===== src/rtl/iqe_sched_pkg.sv =====
// Shared types and constants for the extra-instruction-queue read scheduler.
package iqe_sched_pkg;

  typedef enum logic [1:0] {
    IDLE   = 2'd0,
    RUN_T0 = 2'd1,
    RUN_T1 = 2'd2,
    DRAIN  = 2'd3
  } iqe_sched_state_t;

  localparam int IQE_DEPTH  = 16;
  localparam int IQE_OCC_W  = 5;

  // Pop count: the smallest of two, the selected thread's occupancy and the free backend slots.
  function automatic logic [2:0] rd_cnt_min(input logic [IQE_OCC_W-1:0] occ,
                                            input logic [1:0]           room);
    logic [2:0] lim;
    lim = (room > 2'd2) ? 3'd2 : {1'b0, room};
    if ({2'b00, lim} > occ) begin
      return occ[2:0];
    end else begin
      return lim;
    end
  endfunction

endpackage


===== src/rtl/iqe_occ_cnt.sv =====
// Per-thread occupancy counter: adds accepted writes, subtracts pops, clears on flush.
module iqe_occ_cnt
  import iqe_sched_pkg::*;
#(
  parameter int DEPTH = IQE_DEPTH
) (
  input  logic                 clk,
  input  logic                 rst,
  input  logic                 clr,
  input  logic [2:0]           inc,
  input  logic [1:0]           dec,
  output logic [IQE_OCC_W-1:0] occ,
  output logic [IQE_OCC_W-1:0] occ_next
);

  localparam logic [IQE_OCC_W:0]   DEPTH_W   = (IQE_OCC_W+1)'(DEPTH);
  localparam logic [IQE_OCC_W-1:0] DEPTH_OCC = IQE_OCC_W'(DEPTH);

  logic [IQE_OCC_W:0] sum_s;
  logic [IQE_OCC_W:0] diff_s;

  // Next occupancy; a flush wins over any same-cycle write or pop, and the result is held in 0..DEPTH.
  always_comb begin
    sum_s  = {1'b0, occ} + {3'b000, inc};
    diff_s = sum_s - {4'b0000, dec};
    if (clr) begin
      occ_next = {IQE_OCC_W{1'b0}};
    end else if (sum_s < {4'b0000, dec}) begin
      occ_next = {IQE_OCC_W{1'b0}};
    end else if (diff_s > DEPTH_W) begin
      occ_next = DEPTH_OCC;
    end else begin
      occ_next = diff_s[IQE_OCC_W-1:0];
    end
  end

  // Occupancy register.
  always_ff @(posedge clk or posedge rst) begin
    if (rst) begin
      occ <= {IQE_OCC_W{1'b0}};
    end else begin
      occ <= occ_next;
    end
  end

endmodule


===== src/rtl/iqe_read_sched.sv =====
// Read-side scheduler for the two-thread extra instruction queue: picks the reading
// thread, sizes each pop, round-robins with a fixed quantum and handles flushes.
module iqe_read_sched
  import iqe_sched_pkg::*;
#(
  parameter int QUANTUM = 8,
  parameter int DEPTH   = IQE_DEPTH
) (
  input  logic       clk,
  input  logic       rst,
  input  logic       except,
  input  logic       except_thread,
  input  logic       stall,
  input  logic       wr_en,
  input  logic       wr_thread,
  input  logic [2:0] wr_cnt,
  input  logic [1:0] disp_room,
  input  logic [1:0] thread_en,
  output logic       read_thread,
  output logic [2:0] read_cnt,
  output logic [4:0] occ0,
  output logic [4:0] occ1
);

  localparam int            QW     = (QUANTUM > 1) ? $clog2(QUANTUM) : 1;
  localparam logic [QW-1:0] Q_LAST = QW'(QUANTUM - 1);
  localparam logic [QW-1:0] Q_ZERO = QW'(0);
  localparam logic [QW-1:0] Q_ONE  = QW'(1);

  iqe_sched_state_t     state_r;
  logic                 read_thread_r;
  logic                 last_served_r;
  logic [QW-1:0]        quantum_r;

  logic [IQE_OCC_W-1:0] occ_cur_s;
  logic [IQE_OCC_W-1:0] occ_nx0_s;
  logic [IQE_OCC_W-1:0] occ_nx1_s;
  logic [2:0]           inc0_s;
  logic [2:0]           inc1_s;
  logic [1:0]           dec0_s;
  logic [1:0]           dec1_s;
  logic                 clr0_s;
  logic                 clr1_s;
  logic                 run_s;
  logic                 pop_s;
  logic [1:0]           ready_s;
  logic                 flush_cur_s;
  logic                 yield_s;

  // Pop size for the selected thread; nothing pops outside RUN or for a disabled thread.
  always_comb begin
    occ_cur_s = read_thread_r ? occ1 : occ0;
    run_s     = (state_r == RUN_T0) || (state_r == RUN_T1);
    if (run_s && thread_en[read_thread_r]) begin
      read_cnt = rd_cnt_min(occ_cur_s, disp_room);
    end else begin
      read_cnt = 3'd0;
    end
  end

  // Counter controls: writes always land, pops only when the backend is not stalled.
  always_comb begin
    inc0_s = (wr_en && (wr_thread == 1'b0)) ? wr_cnt : 3'd0;
    inc1_s = (wr_en && (wr_thread == 1'b1)) ? wr_cnt : 3'd0;
    dec0_s = (!stall && (read_thread_r == 1'b0)) ? read_cnt[1:0] : 2'd0;
    dec1_s = (!stall && (read_thread_r == 1'b1)) ? read_cnt[1:0] : 2'd0;
    clr0_s = except && (except_thread == 1'b0);
    clr1_s = except && (except_thread == 1'b1);
  end

  // Readiness looks at next-cycle occupancy so an emptied thread yields without a bubble.
  always_comb begin
    ready_s[0]  = thread_en[0] && (occ_nx0_s != {IQE_OCC_W{1'b0}});
    ready_s[1]  = thread_en[1] && (occ_nx1_s != {IQE_OCC_W{1'b0}});
    pop_s       = !stall && (read_cnt != 3'd0);
    flush_cur_s = except && (except_thread == read_thread_r) && run_s;
    yield_s     = !ready_s[read_thread_r] ||
                  ((quantum_r == Q_LAST) && pop_s && ready_s[~read_thread_r]);
  end

  iqe_occ_cnt #(.DEPTH(DEPTH)) u_occ0 (
    .clk      (clk),
    .rst      (rst),
    .clr      (clr0_s),
    .inc      (inc0_s),
    .dec      (dec0_s),
    .occ      (occ0),
    .occ_next (occ_nx0_s)
  );

  iqe_occ_cnt #(.DEPTH(DEPTH)) u_occ1 (
    .clk      (clk),
    .rst      (rst),
    .clr      (clr1_s),
    .inc      (inc1_s),
    .dec      (dec1_s),
    .occ      (occ1),
    .occ_next (occ_nx1_s)
  );

  // Scheduling state machine with quantum counter, tie-break history and selected thread.
  always_ff @(posedge clk or posedge rst) begin
    if (rst) begin
      state_r       <= IDLE;
      read_thread_r <= 1'b0;
      quantum_r     <= Q_ZERO;
      last_served_r <= 1'b1;
    end else if (flush_cur_s) begin
      state_r   <= DRAIN;
      quantum_r <= Q_ZERO;
    end else if (stall) begin
      state_r   <= state_r;
      quantum_r <= quantum_r;
    end else begin
      case (state_r)
        IDLE, DRAIN: begin
          if (ready_s[0] && ready_s[1]) begin
            state_r       <= last_served_r ? RUN_T0 : RUN_T1;
            read_thread_r <= ~last_served_r;
          end else if (ready_s[0]) begin
            state_r       <= RUN_T0;
            read_thread_r <= 1'b0;
          end else if (ready_s[1]) begin
            state_r       <= RUN_T1;
            read_thread_r <= 1'b1;
          end else begin
            state_r <= IDLE;
          end
        end
        RUN_T0, RUN_T1: begin
          if (yield_s) begin
            last_served_r <= read_thread_r;
            quantum_r     <= Q_ZERO;
            if (ready_s[~read_thread_r]) begin
              state_r       <= read_thread_r ? RUN_T0 : RUN_T1;
              read_thread_r <= ~read_thread_r;
            end else begin
              state_r <= IDLE;
            end
          end else if (pop_s) begin
            // Expiry with no ready peer simply starts a fresh quantum on the same thread.
            quantum_r <= (quantum_r == Q_LAST) ? Q_ZERO : (quantum_r + Q_ONE);
          end else begin
            quantum_r <= quantum_r;
          end
        end
        default: begin
          state_r   <= IDLE;
          quantum_r <= Q_ZERO;
        end
      endcase
    end
  end

  assign read_thread = read_thread_r;

endmodule


===== config.mk =====
export PLATFORM = sky130hd
export DESIGN_NAME = iqe_read_sched
export DESIGN_NICKNAME = d
export VERILOG_FILES = /design/src/rtl/iqe_sched_pkg.sv /design/src/rtl/iqe_occ_cnt.sv /design/src/rtl/iqe_read_sched.sv
export SDC_FILE = /design/constraint.sdc
export NUM_CORES = 1
export LEC_CHECK = 0
export ABC_CLOCK_PERIOD_IN_PS = 13010
export CAP_MARGIN = 20
export CORE_ASPECT_RATIO = 1.75
export CORE_UTILIZATION = 60
export DETAILED_ROUTE_END_ITERATION = 10
export GPL_ROUTABILITY_DRIVEN = 0
export HOLD_SLACK_MARGIN = 0.03
export PLACE_DENSITY = 0.93
export SYNTH_ARGS = -nofsm -noshare
export SYNTH_HDL_FRONTEND = slang
export SYNTH_SLANG_ARGS = --single-unit

===== constraint.sdc =====
create_clock -name clk -period 13.01 [get_ports clk]
set_input_delay 2.602 -clock clk [delete_from_list [all_inputs] [get_ports clk]]
set_output_delay 2.602 -clock clk [all_outputs]
set_load 0.02 [all_outputs]

# Yosys cells after proc, flatten, opt, wreduce, memory -nomap -nowiden
# Index checks and enable logic that the tools add are counted.
totals:
  elab_cells: 108
  input_bits: 14
  ramBits: 0
  output_inout_bits: 14
  reg_bits: 17
  rom_bits: 0
  mem_count: 0
  latch_bits: 0
op_classes:
  muxes: 42
  n_bitwise: 6
  mul: 0
  div: 0
  n_eq_ne: 10
  n_reduce_logical: 31
  n_addsub: 5
  n_lt_le_gt_ge: 8
  shifts: 0
ops:
  columns: ["cell", "n"]
  rows:
  - ["$mux W5", 7]
  - ["$mux W3", 10]
  - ["$mux W2", 12]
  - ["$logic_and A1 B1 Y1", 15]
  - ["$add A5 B3 Y6", 2]
  - ["$gt A6 B5 Y1 const B", 2]
  - ["$lt A6 B2 Y1", 2]
  - ["$sub A6 B2 Y6", 2]
  - ["$mux W1", 11]
  - ["$reduce_bool A5 Y1", 2]
  - ["$not A1 Y1", 6]
  - ["$reduce_bool A3 Y1", 2]
  - ["$gt A2 B5 Y1", 1]
  - ["$reduce_and A5 Y1", 1]
  - ["$eq A2 B2 Y1 const B", 2]
  - ["$lt A1 B2 Y1 const B", 2]
  - ["$ne A2 B2 Y1 const B", 2]
  - ["$ne A4 B4 Y1 const B", 1]
  - ["$pmux W2 S2", 1]
  - ["$reduce_and A4 Y1", 1]
  - ["$reduce_or A2 Y1", 2]
  - ["$add A3 B1 Y3 const B", 1]
  - ["$eq A3 B3 Y1 const B", 1]
  - ["$ne A3 B3 Y1 const B", 1]
  - ["11 further kinds", 13]

# Logic depth before layout (Yosys ltp)
# Gate-level depths: netlist (run 1).
logic_depth:
  ltp_word: 21
  mapped_depth: 19
  mapped_depth_nobuf: 19

# Modules after synthesis
# Synthesis (run 1) repeated with hierarchy kept, for this count alone.
hier_totals:
  hier_cells: 213
  area_unflattened_um2: 1981.9
by_module_without_submodules:
  columns: ["mod", "cells_per_inst", "area_per_inst_um2", "n_inst", "seq_area_each_um2"]
  rows:
  - ["iqe_read_sched", 105, 844.6, 1, 176.4]
  - ["iqe_occ_cnt (u_occ0)", 54, 585.6, 1, 125.1]
  - ["iqe_occ_cnt (u_occ1)", 54, 551.8, 1, 125.1]

# Least setup slack after synthesis (run 1)
# No wires, ideal clock.
synth_timing:
  path_type: "input port to flip-flop"
  from: "in disp_room[1]"
  to: "reg quantum_r[0]"
  required_time_ps: 12885
  arrival_ps: 6340
  stages: 15
  path_slack_ps: 6545
  setup_ps: 125
  path_cell_list: "ha_1 nor2b_1 o221ai_1 a21oi_1 nor2_1 nand2_1 fa_1 nand3b_1 or4_1 a311o_1 o211ai_2 a2111oi_2 a2bb2oi_1 o31a_2 mux2_4"
synth_between:
  elab_chain_cells: 21
synth_rtl:
  columns: ["item", "line", "text"]
  rows:
  - ["from (decl)", "iqe_read_sched.sv:17", "input logic [1:0] disp_room,"]
  - ["$gt A2 B2 Y1", "iqe_sched_pkg.sv:18", "lim = (room > 2'd2) ? 3'd2 : {1'b0, room};"]
  - ["$mux W2 (*)", "iqe_sched_pkg.sv:18", null]
  - ["$gt A2 B5 Y1", "iqe_sched_pkg.sv:19", "if ({2'b00, lim} > occ) begin"]
  - ["$mux W3 (*)", "iqe_sched_pkg.sv:19", null]
  - ["$mux W3 (*)", "iqe_read_sched.sv:54", "if (run_s && thread_en[read_thread_r]) begin"]
  - ["net read_cnt[1]", "iqe_read_sched.sv:20", "output logic [2:0] read_cnt,"]
  - ["$mux W2, on equally long branches", "iqe_read_sched.sv:65, iqe_read_sched.sv:66", null]
  - ["$sub A6 B2 Y6", "iqe_occ_cnt.sv:25", "diff_s = sum_s - {4'b0000, dec};"]
  - ["[... 5 more ...]", null, null]
  - ["$logic_and A1 B1 Y1, on equally long branches", "iqe_read_sched.sv:73, iqe_read_sched.sv:74", null]
  - ["$mux W1, on equally long branches (2 in a row)", "iqe_read_sched.sv:77, iqe_read_sched.sv:78", null]
  - ["$logic_not A1 Y1 / $logic_and A1 B1 Y1 (equally long branches)", "iqe_read_sched.sv:77, iqe_read_sched.sv:78", null]
  - ["$logic_or A1 B1 Y1", "iqe_read_sched.sv:77", "yield_s = !ready_s[read_thread_r] ||"]
  - ["$mux W3", "iqe_read_sched.sv:131", "if (yield_s) begin"]
  - ["$mux W3", "iqe_read_sched.sv:115", "case (state_r)"]
  - ["$mux W3", "iqe_read_sched.sv:111", "end else if (stall) begin"]
  - ["$mux W3", "iqe_read_sched.sv:108", "end else if (flush_cur_s) begin"]
  - ["to (signal assigned)", "iqe_read_sched.sv:113", "quantum_r <= quantum_r;"]
  - ["to (signal assigned)", "iqe_read_sched.sv:142", "quantum_r <= (quantum_r == Q_LAST) ? Q_ZERO : (quantum_r + Q_ONE);"]
  - ["to (signal assigned)", "iqe_read_sched.sv:144", "quantum_r <= quantum_r;"]
  - ["to (decl)", "iqe_read_sched.sv:33", "logic [QW-1:0] quantum_r;"]
# The timed path passes the listed nets; every way through them passes the cells marked *. The select of a mux whose other input is x is not followed.
# A chain may end at the register's enable or synchronous reset.

# Worst setup path in the final report (run 1)
layout_timing:
  from: "in disp_room[1]"
  to: "out read_cnt[0]"
layout_between:
  elab_chain_cells: 5
layout_rtl:
  columns: ["item", "line"]
  rows:
  - ["$gt A2 B2 Y1", "iqe_sched_pkg.sv:18"]
  - ["$mux W2 (*)", "iqe_sched_pkg.sv:18"]
  - ["$gt A2 B5 Y1", "iqe_sched_pkg.sv:19"]
  - ["$mux W3 (*)", "iqe_sched_pkg.sv:19"]
  - ["$mux W3 (*)", "iqe_read_sched.sv:54"]
  - ["to (decl)", "iqe_read_sched.sv:20"]
# Every way passes the cells marked *; elsewhere a longest branch is shown, timed or not.

==> report_table.html, run 1 <==
<table>
<tr><th>Metric</th><th>Value</th></tr>
<tr><th colspan="2">Route</th></tr>
<tr><td>Number of design rule violations left after detail routing</td><td>0</td></tr>
<tr><td>WL/cell</td><td>16.1 um</td></tr>
<tr><td>Vias per cell</td><td>6.32</td></tr>
<tr><td>DRT Pass-1 Iters</td><td>4</td></tr>
<tr><td>Via total after detailed routing</td><td>2035</td></tr>
<tr><td>Count of nets left with antenna violations after detail routing</td><td>0</td></tr>
<tr><td>Final WL</td><td>5.19 mm</td></tr>
<tr><td>Initial DRC Count</td><td>113</td></tr>
<tr><th colspan="2">GRT</th></tr>
<tr><td>Tot GR Track Use</td><td>30.9%</td></tr>
<tr><td>Maximum number of pins on one net before global-route repair</td><td>18</td></tr>
<tr><td>Via count of the first global-routing pass</td><td>1982</td></tr>
<tr><td>First-pass GRT wire length</td><td>8.51 mm</td></tr>
<tr><td>Remaining global-route overflow</td><td>0</td></tr>
<tr><td>Number of antenna violations at the first check in global routing</td><td>0</td></tr>
<tr><th colspan="2">Timing</th></tr>
<tr><td>Clock skew</td><td>4.43 ps</td></tr>
<tr><td>Final Setup Violations</td><td>0</td></tr>
<tr><td>Setup repair after global routing missed its margin</td><td>false</td></tr>
<tr><td>Post-route clock period utilization</td><td>58.5%</td></tr>
<tr><td>Hold Fails Final Rpt</td><td>0</td></tr>
<tr><td>Number of max-slew violations in the final report</td><td>0</td></tr>
<tr><td>Slew at the pin with the worst max-slew slack</td><td>667 ps</td></tr>
<tr><td>Shortest clock period the worst path allows after layout</td><td>7610 ps</td></tr>
<tr><td>Total negative slack</td><td>0 ps</td></tr>
<tr><td>Max_slew headroom</td><td>55.4%</td></tr>
<tr><td>Fmax achieved</td><td>0.131 GHz</td></tr>
<tr><th colspan="2">CTS</th></tr>
<tr><td>Post-CTS setup-driven buffer insertion count</td><td>0</td></tr>
<tr><td>Hold buffer count at cts</td><td>0</td></tr>
<tr><td>CTS H-tree lvls</td><td>1</td></tr>
<tr><td>Resized Gates After CTS</td><td>0</td></tr>
<tr><td>Total clock sinks</td><td>17</td></tr>
<tr><td>Number of buffers created by CTS</td><td>3</td></tr>
<tr><td>Reg clk slew, reported paths</td><td>70 ps</td></tr>
<tr><td>Number of buffers between clock root and the deepest sink</td><td>2</td></tr>
<tr><td>TritonCTS clock tree</td><td>yes</td></tr>
<tr><td>Cell chosen for the clock root</td><td>clkbuf_8</td></tr>
<tr><td>Later-pin clock latency in the skew report</td><td>260 ps</td></tr>
<tr><th colspan="2">Floorplanning</th></tr>
<tr><td>Placeable core region</td><td>0.00336 sq mm</td></tr>
<tr><td>Die Span Y</td><td>80.7 um</td></tr>
<tr><td>Effective utilization at floorplan</td><td>63.2%</td></tr>
<tr><td>Site row count</td><td>28</td></tr>
<tr><td>Die W</td><td>47.0 um</td></tr>
<tr><td>Overall die area</td><td>0.00379 sq mm</td></tr>
<tr><td>I/O pin cnt</td><td>28</td></tr>
<tr><th colspan="2">Layout</th></tr>
<tr><td>Share of the core filled with cells</td><td>72.7%</td></tr>
<tr><td>Area Overhead vs Synth</td><td>15.1%</td></tr>
<tr><td>Layout cell share with drive strength beyond 1</td><td>6.50%</td></tr>
<tr><td>Most frequent cells in the layout</td><td>inv_1 (26), clkdlybuf4s50_1 (26), nor2_1 (24)</td></tr>
<tr><td>Count of placed standard cells in the final layout, fillers left out</td><td>322</td></tr>
<tr><td>Fillcell total</td><td>264</td></tr>
<tr><td>Number of antenna cells inserted</td><td>0</td></tr>
<tr><td>Layout Cell Area excl Fill</td><td>0.00244 sq mm</td></tr>
<tr><td>Final #Nets</td><td>310</td></tr>
<tr><th colspan="2">Synthesis</th></tr>
<tr><td>Number of instances in the synthesized netlist</td><td>255</td></tr>
<tr><td>Dominant combinational cell family by area after synthesis</td><td>simple AND/OR/NAND/NOR gates</td></tr>
<tr><td>Simple logic cell fraction of the synthesized area</td><td>26.5%</td></tr>
<tr><td>Net count of the mapped netlist</td><td>287</td></tr>
<tr><td>Number of unique standard cell types used by synthesis</td><td>69</td></tr>
<tr><td>Synthesized-area fraction occupied by ao, oa, aoi and oai cells</td><td>24.0%</td></tr>
<tr><td>Main synth FF type</td><td>dfrtp_1</td></tr>
<tr><td>Post-synthesis area per instance</td><td>8.33 sq um</td></tr>
<tr><td>Cell area after technology mapping</td><td>0.00212 sq mm</td></tr>
<tr><td>Yosys warning count</td><td>0</td></tr>
<tr><td>Share of the synthesized area in the top cell type</td><td>18.8%</td></tr>
<tr><td>Sequential element share of the synthesized area</td><td>20.1%</td></tr>
<tr><td>Synth Area in Adders</td><td>12.0%</td></tr>
<tr><td>Post-synth EDFFs</td><td>0</td></tr>
<tr><td>Asr flop ratio synth</td><td>100%</td></tr>
<tr><td>Ranking of synthesized cells by area</td><td>dfrtp_1 (19%), ha_1 (8.2%), inv_1 (4.6%), nor2_1 (4.2%), nor2b_1 (3.8%)</td></tr>
<tr><td>Proportion of synthesized area in mux cells</td><td>4.89%</td></tr>
<tr><td>Register bit count reported by yosys</td><td>17</td></tr>
<tr><td>Post-synthesis xor/xnor area fraction</td><td>5.83%</td></tr>
<tr><td>Cell taking the most area after synthesis</td><td>dfrtp_1</td></tr>
<tr><th colspan="2">Worst hold path</th></tr>
<tr><td>Number of cells on the worst hold path</td><td>1</td></tr>
<tr><td>Type of the most critical hold path</td><td>flip-flop to flip-flop</td></tr>
<tr><td>Terminating pin of the worst hold path</td><td>quantum_r[1]</td></tr>
<tr><td>Min-Delay Startpoint</td><td>quantum_r[1]</td></tr>
<tr><th colspan="2">Setup path</th></tr>
<tr><td>Launching element type of the critical path</td><td>input pin</td></tr>
<tr><td>Largest fanout on the critical path</td><td>5</td></tr>
<tr><td>Kind of capture point of the worst setup path</td><td>primary output</td></tr>
<tr><td>Startpoint-to-endpoint class of the critical path</td><td>input pin to primary output</td></tr>
<tr><td>Arrival time at the worst endpoint</td><td>5010 ps</td></tr>
<tr><td>Endpoint of the most critical register-to-register path</td><td>quantum_r[0]</td></tr>
<tr><td>Worst EP required</td><td>10410 ps</td></tr>
<tr><td>FF-to-FF setup slack</td><td>7520 ps</td></tr>
<tr><td>Path depth of the worst reg2reg path</td><td>19</td></tr>
<tr><td>Startpoint of the worst-slack reg-to-reg timing path</td><td>read_thread</td></tr>
<tr><th colspan="2">Power</th></tr>
<tr><td>Pwr/cell area</td><td>182 mW/mm^2</td></tr>
<tr><td>Worst supply voltage drop on vdd</td><td>0.142 mV</td></tr>
<tr><td>Leakage</td><td>1.08 nW</td></tr>
<tr><th colspan="2">Placement</th></tr>
<tr><td>Instance area after placement</td><td>0.00240 sq mm</td></tr>
<tr><td>Buffers added on ports</td><td>26</td></tr>
<tr><td>DPL Wire Length</td><td>4.21 mm</td></tr>
<tr><td>Placed cell count</td><td>318</td></tr>
<tr><th colspan="2">Outcome</th></tr>
<tr><td>Result of the run</td><td>completed</td></tr>
<tr><th colspan="2">Run</th></tr>
<tr><td>Max-cap violations</td><td>0</td></tr>
</table>
## flip-flops by register name, summed over array words and instances (netlist names)
register	count
last_served_r	1
quantum_r	3
read_thread	1
state_r	2
u_occ0.occ	5
u_occ1.occ	5
## cell families (layout without fill, tap and decap cells)
family / after synthesis / after routing
compound gates: 65 / 65
xor+xnor: 11 / 11
fa+ha+maj: 18 / 18
buf+inv: 34 / 56
flops: 17 / 17
mux: 9 / 9
other cells: 1 / 1
simple gates: 100 / 100
## layout make-up
class | instances | area, sq um | share of cell area [%]
clock buffer | 4 | 45.0 | 1.84
inverter | 26 | 97.6 | 3.99
multi-input combinational | 204 | 1560 | 63.8
sequential | 17 | 427 | 17.5
tap | 45 | 56.3 | 2.30
timing repair buffer | 26 | 260 | 10.6
## through the flow
step                total power, mW  hold WS [ps]  worst slack [ps]
global placement              0.389           506              5580
CTS                           0.439           524              5440
detailed placement            0.399           509              5460
global route                  0.480           540              5280
finish                        0.444           519              5400
floorplan                     0.320           486              6540
## where the power goes
group          total (mW)  switching (mW)  internal (mW)  leakage (nW)
logic               0.307           0.169          0.138         0.841
registers          0.0971          0.0257         0.0714         0.220
clock network      0.0398          0.0180         0.0218        0.0228
total               0.444           0.213          0.231          1.08
## worst max-delay path, cell delays in order
cell and delay [ps]:
clkdlybuf4s50_1 460, nand2b_1 190, ha_1 200, nor2b_1 150, o221ai_1 260, nor2b_1 210
o21ai_0 280, inv_1 90, clkdlybuf4s50_1 550
## per-layer routing
| metal | up-vias | share of wire, % | global-route usage (%) |
|---|---|---|---|
| li1 | 981 | - | - |
| met1 | 957 | 37 | 33.2 |
| met2 | 79 | 56 | 54.3 |
| met3 | 18 | 3.7 | 5.84 |
| met4 | 0 | 3.2 | 15.1 |
| met5 | - | 0 | 0 |
## worst max path at each step
stage                     cells after the start    startpoint      endpoint
after floorplan                              15  disp_room[1]  quantum_r[0]
after global placement                        7  disp_room[1]   read_cnt[1]
after detailed placement                      9  disp_room[1]   read_cnt[0]
after CTS                                     9  disp_room[1]   read_cnt[0]
after global routing                          9  disp_room[1]   read_cnt[0]
final                                         9  disp_room[1]   read_cnt[0]
## synth_stat cells, types with 6 or more instances
cell,instances
inv_1,26
nor2_1,24
dfrtp_1,16
ha_1,14
nand2_1,13
nor2b_1,13
o21ai_0,10
a21oi_1,8
xnor2_1,8
and2_1,6
nand3_1,6
nor4_1,6
No activity file was read; power rests on OpenSTA's default activity.
==> inputs of run 2 (changes only) <==
Settings changed: ABC_CLOCK_PERIOD_IN_PS 13010 to 7600, CORE_UTILIZATION 60 to 56, PLACE_DENSITY 0.93 to 0.88.
Clock period 13.01 ns to 7.6 ns, I/O delays scaled along.
==> report_table.html, run 2 (synthesis gave the netlist of run 1 again) <==
<table>
<tr><th>Metric</th><th>Value</th></tr>
<tr><th colspan="2">CTS</th></tr>
<tr><td>Number of buffers created by CTS</td><td>3</td></tr>
<tr><td>Post-CTS setup-driven buffer insertion count</td><td>0</td></tr>
<tr><td>Number of buffers between clock root and the deepest sink</td><td>2</td></tr>
<tr><td>TritonCTS clock tree</td><td>yes</td></tr>
<tr><td>Cell chosen for the clock root</td><td>clkbuf_8</td></tr>
<tr><td>Resized Gates After CTS</td><td>0</td></tr>
<tr><td>Hold buffer count at cts</td><td>0</td></tr>
<tr><td>Reg clk slew, reported paths</td><td>70 ps</td></tr>
<tr><td>Total clock sinks</td><td>17</td></tr>
<tr><td>CTS H-tree lvls</td><td>1</td></tr>
<tr><td>Later-pin clock latency in the skew report</td><td>260 ps</td></tr>
<tr><th colspan="2">Setup path</th></tr>
<tr><td>Startpoint-to-endpoint class of the critical path</td><td>input pin to flip-flop</td></tr>
<tr><td>Arrival time at the worst endpoint</td><td>6070 ps</td></tr>
<tr><td>Launching element type of the critical path</td><td>input pin</td></tr>
<tr><td>Worst EP required</td><td>7750 ps</td></tr>
<tr><td>Cell with the biggest individual delay on the critical path</td><td>clkdlybuf4s50_1</td></tr>
<tr><td>Cells along the critical path</td><td>clkdlybuf4s50_1 -&gt; nand2b_1 -&gt; ha_1 -&gt; nor2b_1 -&gt; o221ai_1 -&gt; nor2b_1 -&gt; o21ai_0 -&gt; nor3_1 -&gt; ha_1 -&gt; inv_1 -&gt; fa_1 -&gt; nand3b_1 -&gt; or4_1 -&gt; a311o_1 -&gt; o211ai_2 -&gt; a2111oi_2 -&gt; a2bb2oi_1 -&gt; o31a_2 -&gt; mux2_4</td></tr>
<tr><td>Kind of capture point of the worst setup path</td><td>flip-flop</td></tr>
<tr><td>FF-to-FF setup slack</td><td>2370 ps</td></tr>
<tr><td>Largest fanout on the critical path</td><td>5</td></tr>
<tr><td>Biggest cell delay along the critical path</td><td>470 ps</td></tr>
<tr><th colspan="2">Layout</th></tr>
<tr><td>Layout cell share with drive strength beyond 1</td><td>6.86%</td></tr>
<tr><td>Number of antenna cells inserted</td><td>0</td></tr>
<tr><td>Sequential standard cell area</td><td>427 sq um</td></tr>
<tr><td>Area Overhead vs Synth</td><td>15.2%</td></tr>
<tr><td>Final #Nets</td><td>310</td></tr>
<tr><td>Fillcell total</td><td>314</td></tr>
<tr><td>Largest registers in the final layout</td><td>u_occ0.occ x5, u_occ1.occ x5, quantum_r x3</td></tr>
<tr><td>Multi-input logic area</td><td>0.00156 sq mm</td></tr>
<tr><td>Most frequent cells in the layout</td><td>inv_1 (26), clkdlybuf4s50_1 (26), nor2_1 (24)</td></tr>
<tr><th colspan="2">Route</th></tr>
<tr><td>Final WL</td><td>5.26 mm</td></tr>
<tr><td>WL/cell</td><td>16.3 um</td></tr>
<tr><td>Number of design rule violations left after detail routing</td><td>0</td></tr>
<tr><td>Via total after detailed routing</td><td>2048</td></tr>
<tr><td>Initial DRC Count</td><td>53</td></tr>
<tr><td>DRT Pass-1 Iters</td><td>4</td></tr>
<tr><td>Count of nets left with antenna violations after detail routing</td><td>0</td></tr>
<tr><td>Vias per cell</td><td>6.34</td></tr>
<tr><th colspan="2">Placement</th></tr>
<tr><td>DPL Wire Length</td><td>4.17 mm</td></tr>
<tr><td>Buffers added on ports</td><td>26</td></tr>
<tr><th colspan="2">Floorplanning</th></tr>
<tr><td>Die Span Y</td><td>83.5 um</td></tr>
<tr><td>Placeable core region</td><td>0.00363 sq mm</td></tr>
<tr><td>I/O pin cnt</td><td>28</td></tr>
<tr><td>Overall die area</td><td>0.00405 sq mm</td></tr>
<tr><td>Die W</td><td>48.6 um</td></tr>
<tr><td>Site row count</td><td>29</td></tr>
<tr><td>Effective utilization at floorplan</td><td>58.6%</td></tr>
<tr><th colspan="2">Power</th></tr>
<tr><td>Worst supply voltage drop on vdd</td><td>0.191 mV</td></tr>
<tr><td>Leakage</td><td>1.09 nW</td></tr>
<tr><td>Pwr/cell area</td><td>312 mW/mm^2</td></tr>
<tr><th colspan="2">Timing</th></tr>
<tr><td>Max_slew headroom</td><td>54.0%</td></tr>
<tr><td>Fmax achieved</td><td>0.169 GHz</td></tr>
<tr><td>Slew at the pin with the worst max-slew slack</td><td>689 ps</td></tr>
<tr><td>Final Setup Violations</td><td>0</td></tr>
<tr><td>Setup repair after global routing missed its margin</td><td>false</td></tr>
<tr><td>Total negative slack</td><td>0 ps</td></tr>
<tr><td>Number of max-slew violations in the final report</td><td>0</td></tr>
<tr><td>Shortest clock period the worst path allows after layout</td><td>5920 ps</td></tr>
<tr><td>Worst Hold Slack</td><td>536 ps</td></tr>
<tr><td>Clock skew</td><td>5.79 ps</td></tr>
<tr><td>Post-route clock period utilization</td><td>77.9%</td></tr>
<tr><td>Hold Fails Final Rpt</td><td>0</td></tr>
<tr><th colspan="2">GRT</th></tr>
<tr><td>Via count of the first global-routing pass</td><td>2016</td></tr>
<tr><td>Tot GR Track Use</td><td>28.1%</td></tr>
<tr><td>Remaining global-route overflow</td><td>0</td></tr>
<tr><td>Maximum number of pins on one net before global-route repair</td><td>18</td></tr>
<tr><td>First-pass GRT wire length</td><td>9.05 mm</td></tr>
<tr><td>Number of antenna violations at the first check in global routing</td><td>0</td></tr>
<tr><th colspan="2">Outcome</th></tr>
<tr><td>Result of the run</td><td>completed</td></tr>
<tr><th colspan="2">Worst hold path</th></tr>
<tr><td>Type of the most critical hold path</td><td>flip-flop to flip-flop</td></tr>
<tr><th colspan="2">Run</th></tr>
<tr><td>Max-cap violations</td><td>0</td></tr>
</table>
==> run 2: changes by cell type in the layout (fill, tap and decap cells not counted), sizes merged <==
cell    before  now
clkbuf       4    3
clkinv       0    1
==> run 2: area by class of cell <==
cell class,count,share of cell area (%)
Inverter,26,3.99
Tap cell,46,2.35
Sequential cell,17,17.4
Clock buffer,3,1.69
Multi-Input combinational cell,204,63.7
Clock inverter,1,0.204
Timing Repair Buffer,26,10.6
==> run 2: critical path: cells and delay by family <==
family / cells / cell delay [ps]
AOI/OAI and AO/OA: 7 / 1630
adders and majority gates: 3 / 860
buffers and inverters: 2 / 540
muxes: 1 / 300
and+or+nand+nor: 6 / 1200
==> run 2: metrics by stage <==
step                utilization [%]  total power [mW]  instance area (sq um)  instances  setup slack [ps]
floorplan                         -             0.548                   2120        255              2220
global placement               66.2             0.667                   2400        319              1580
detailed placement             66.2             0.683                   2400        319              1450
CTS                            67.4             0.755                   2450        323              1730
global route                   67.4             0.825                   2450        323              1440
finish                         67.4             0.763                   2450        323              1680
==> run 2: power breakdown <==
part           leakage [nW]  switching [mW]  total, mW  internal, mW
Clock                0.0255          0.0348     0.0712        0.0365
Sequential            0.220          0.0449      0.167         0.122
Combinational         0.841           0.288      0.525         0.237
Total                  1.09           0.367      0.763         0.396
==> run 2: layer usage <==
| layer | part of all wire [%] | track usage (%) | vias to the layer above |
|---|---|---|---|
| met2 | 56 | 53.8 | 56 |
| met5 | 0 | 0 | - |
| met1 | 39 | 30.6 | 988 |
| li1 | - | - | 987 |
| met3 | 2.3 | 2.19 | 17 |
| met4 | 3.4 | 12.3 | 0 |
==> run 2: path summary, 6_finish.rpt <==
path	to	from	cells past startpoint
setup / recovery	quantum_r[1]	disp_room[1]	19
hold / removal	quantum_r[1]	quantum_r[1]	1
setup reg to reg	quantum_r[1]	read_thread	19
hold reg to reg	quantum_r[1]	quantum_r[1]	1
max in group asynchronous	u_occ1.occ[1]	rst	2
min in group asynchronous	u_occ0.occ[3]	rst	2
==> inputs of run 3 (changes only) <==
Settings changed: ABC_CLOCK_PERIOD_IN_PS 7600 to 5100, CORE_UTILIZATION 56 to 51, PLACE_DENSITY 0.88 to 0.85.
Clock period 7.6 ns to 5.1 ns, I/O delays scaled along.
==> report_table.html, run 3 (synthesis gave the netlist of run 1 again) <==
<table>
<tr><th>Metric</th><th>Value</th></tr>
<tr><th colspan="2">Outcome</th></tr>
<tr><td>Result of the run</td><td>completed</td></tr>
<tr><th colspan="2">Floorplanning</th></tr>
<tr><td>Effective utilization at floorplan</td><td>53.9%</td></tr>
<tr><td>Die W</td><td>50.8 um</td></tr>
<tr><td>I/O pin cnt</td><td>28</td></tr>
<tr><td>Overall die area</td><td>0.00444 sq mm</td></tr>
<tr><td>Die Span Y</td><td>87.4 um</td></tr>
<tr><td>Placeable core region</td><td>0.00394 sq mm</td></tr>
<tr><td>Site row count</td><td>30</td></tr>
<tr><th colspan="2">Timing</th></tr>
<tr><td>Post-route clock period utilization</td><td>96.5%</td></tr>
<tr><td>Final Setup Violations</td><td>0</td></tr>
<tr><td>Fmax achieved</td><td>0.203 GHz</td></tr>
<tr><td>Max_slew headroom</td><td>53.9%</td></tr>
<tr><td>Clock skew</td><td>2.03 ps</td></tr>
<tr><td>Shortest clock period the worst path allows after layout</td><td>4920 ps</td></tr>
<tr><td>Worst Slack Setup Final</td><td>181 ps</td></tr>
<tr><td>Hold Fails Final Rpt</td><td>0</td></tr>
<tr><td>Setup repair after global routing missed its margin</td><td>false</td></tr>
<tr><td>Number of max-slew violations in the final report</td><td>0</td></tr>
<tr><td>Slew at the pin with the worst max-slew slack</td><td>691 ps</td></tr>
<tr><th colspan="2">Placement</th></tr>
<tr><td>Instance area after placement</td><td>0.00267 sq mm</td></tr>
<tr><td>Placed cell count</td><td>356</td></tr>
<tr><td>Worst slack at placement</td><td>-285 ps</td></tr>
<tr><td>Buffers added on ports</td><td>26</td></tr>
<tr><td>DPL Wire Length</td><td>4.72 mm</td></tr>
<tr><th colspan="2">Power</th></tr>
<tr><td>P_int</td><td>0.679 mW</td></tr>
<tr><td>Pwr/cell area</td><td>458 mW/mm^2</td></tr>
<tr><td>Total chip power</td><td>1.27 mW</td></tr>
<tr><td>Sequential fraction of design power</td><td>19.0%</td></tr>
<tr><td>Leakage</td><td>1.28 nW</td></tr>
<tr><td>Worst supply voltage drop on vdd</td><td>0.310 mV</td></tr>
<tr><td>Combinational fraction of design power</td><td>72.8%</td></tr>
<tr><td>Clock network fraction of design power</td><td>8.1%</td></tr>
<tr><td>Sw Share</td><td>46.4%</td></tr>
<tr><td>Net load switching power</td><td>0.587 mW</td></tr>
<tr><th colspan="2">Layout</th></tr>
<tr><td>Largest registers in the final layout</td><td>u_occ0.occ x5, u_occ1.occ x5, quantum_r x3</td></tr>
<tr><td>Number of antenna cells inserted</td><td>0</td></tr>
<tr><td>Final #Nets</td><td>345</td></tr>
<tr><td>Area Overhead vs Synth</td><td>30.0%</td></tr>
<tr><td>Most common cell after layout, fill and taps aside</td><td>buf_4</td></tr>
<tr><td>Most frequent cells in the layout</td><td>buf_4 (35), inv_1 (26), nor2_1 (24), clkdlybuf4s50_1 (24), dfrtp_1 (16)</td></tr>
<tr><td>Layout Cell Area excl Fill</td><td>0.00276 sq mm</td></tr>
<tr><td>Layout cell share with drive strength beyond 1</td><td>19.2%</td></tr>
<tr><td>Count of placed standard cells in the final layout, fillers left out</td><td>360</td></tr>
<tr><th colspan="2">CTS</th></tr>
<tr><td>Post-CTS setup-driven buffer insertion count</td><td>0</td></tr>
<tr><td>CTS H-tree lvls</td><td>1</td></tr>
<tr><td>Cell chosen for the clock root</td><td>clkbuf_8</td></tr>
<tr><td>Reg clk slew, reported paths</td><td>70 ps</td></tr>
<tr><td>Total clock sinks</td><td>17</td></tr>
<tr><td>TritonCTS clock tree</td><td>yes</td></tr>
<tr><td>Later-pin clock latency in the skew report</td><td>250 ps</td></tr>
<tr><td>Number of buffers created by CTS</td><td>3</td></tr>
<tr><td>Number of buffers between clock root and the deepest sink</td><td>2</td></tr>
<tr><th colspan="2">Route</th></tr>
<tr><td>Via total after detailed routing</td><td>2243</td></tr>
<tr><td>Final WL</td><td>5.85 mm</td></tr>
<tr><td>Vias per cell</td><td>6.23</td></tr>
<tr><td>DRT Pass-1 Iters</td><td>4</td></tr>
<tr><td>Number of design rule violations left after detail routing</td><td>0</td></tr>
<tr><td>Initial DRC Count</td><td>77</td></tr>
<tr><td>Count of nets left with antenna violations after detail routing</td><td>0</td></tr>
<tr><td>WL/cell</td><td>16.3 um</td></tr>
<tr><th colspan="2">Setup path</th></tr>
<tr><td>Arrival time at the worst endpoint</td><td>5070 ps</td></tr>
<tr><td>Kind of capture point of the worst setup path</td><td>flip-flop</td></tr>
<tr><td>Launching element type of the critical path</td><td>input pin</td></tr>
<tr><td>Largest fanout on the critical path</td><td>5</td></tr>
<tr><td>Startpoint-to-endpoint class of the critical path</td><td>input pin to flip-flop</td></tr>
<tr><td>Worst EP required</td><td>5250 ps</td></tr>
<tr><th colspan="2">GRT</th></tr>
<tr><td>First-pass GRT wire length</td><td>9.35 mm</td></tr>
<tr><td>Remaining global-route overflow</td><td>0</td></tr>
<tr><td>Via count of the first global-routing pass</td><td>2182</td></tr>
<tr><td>Maximum number of pins on one net before global-route repair</td><td>18</td></tr>
<tr><td>Number of antenna violations at the first check in global routing</td><td>0</td></tr>
<tr><td>Tot GR Track Use</td><td>27.4%</td></tr>
<tr><th colspan="2">Worst hold path</th></tr>
<tr><td>Type of the most critical hold path</td><td>flip-flop to flip-flop</td></tr>
<tr><th colspan="2">Run</th></tr>
<tr><td>Max-cap violations</td><td>0</td></tr>
</table>
-- run 3: layout make-up --
class                      count  area (sq um)
fill                         309          1180
clock inverter                 1          5.00
clock buffer                   3          41.3
sequential                    17           427
timing repair buffer          61           528
inverter                      26          97.6
tap                           48          60.1
multi-input combinational    204          1600
-- run 3: worst paths after layout --
| path | startpoint | to | slack, ps | depth (start not counted) |
|---|---|---|---|---|
| setup / recovery | wr_en | read_thread | 180 | 18 |
| hold / removal | quantum_r[2] | quantum_r[2] | 550 | 2 |
| setup reg to reg | read_thread | read_thread | 450 | 21 |
| hold reg to reg | quantum_r[2] | quantum_r[2] | 550 | 2 |
| max in group asynchronous | rst | u_occ0.occ[2] | 3500 | 2 |
| min in group asynchronous | rst | u_occ0.occ[4] | 1170 | 2 |
-- run 3: repair_timing --
action                     4_1_cts  5_1_grt
gates resized for setup          2        8
hold buffers                     0        0
setup endpoints to repair        2        7
pin swaps                        1        3
-- run 3: per-stage QoR --
stage	hold slack (ps)	util, %	TNS (ps)
6_report	545	70.1	0
5_1_grt	577	70.1	0
4_1_cts	549	68.9	0
3_5_place_dp	532	67.7	-1620
3_3_place_gp	504	67.7	-772
2_1_floorplan	486	-	0
-- run 3: critical path, stage by stage --
cell and delay [ps]:
clkdlybuf4s50_1 470, nor2b_1 160, and2_1 140, ha_1 160, inv_1 50, fa_1 480, inv_1 80, fa_2 470
nand3b_1 160, or4_1 410, a311o_1 390, o211ai_2 120, buf_4 150, a211o_1 200, buf_4 140, o21a_1 110
o21ai_0 100, a32oi_1 250
-- run 3: power groups by stage --
stage	clock, mW	combinational [mW]	sequential [mW]
2_1_floorplan	0	0.565	0.252
3_3_place_gp	0	0.849	0.239
3_5_place_dp	0	0.883	0.241
4_1_cts	0.104	0.886	0.239
5_1_grt	0.109	1.00	0.248
6_report	0.103	0.922	0.241
-- run 3: metal layers --
metal  wire length, um  track usage, %
met1              2190            29.3
met2              3210            52.0
met3               162            1.75
met4               291            14.4
met5                 0               0
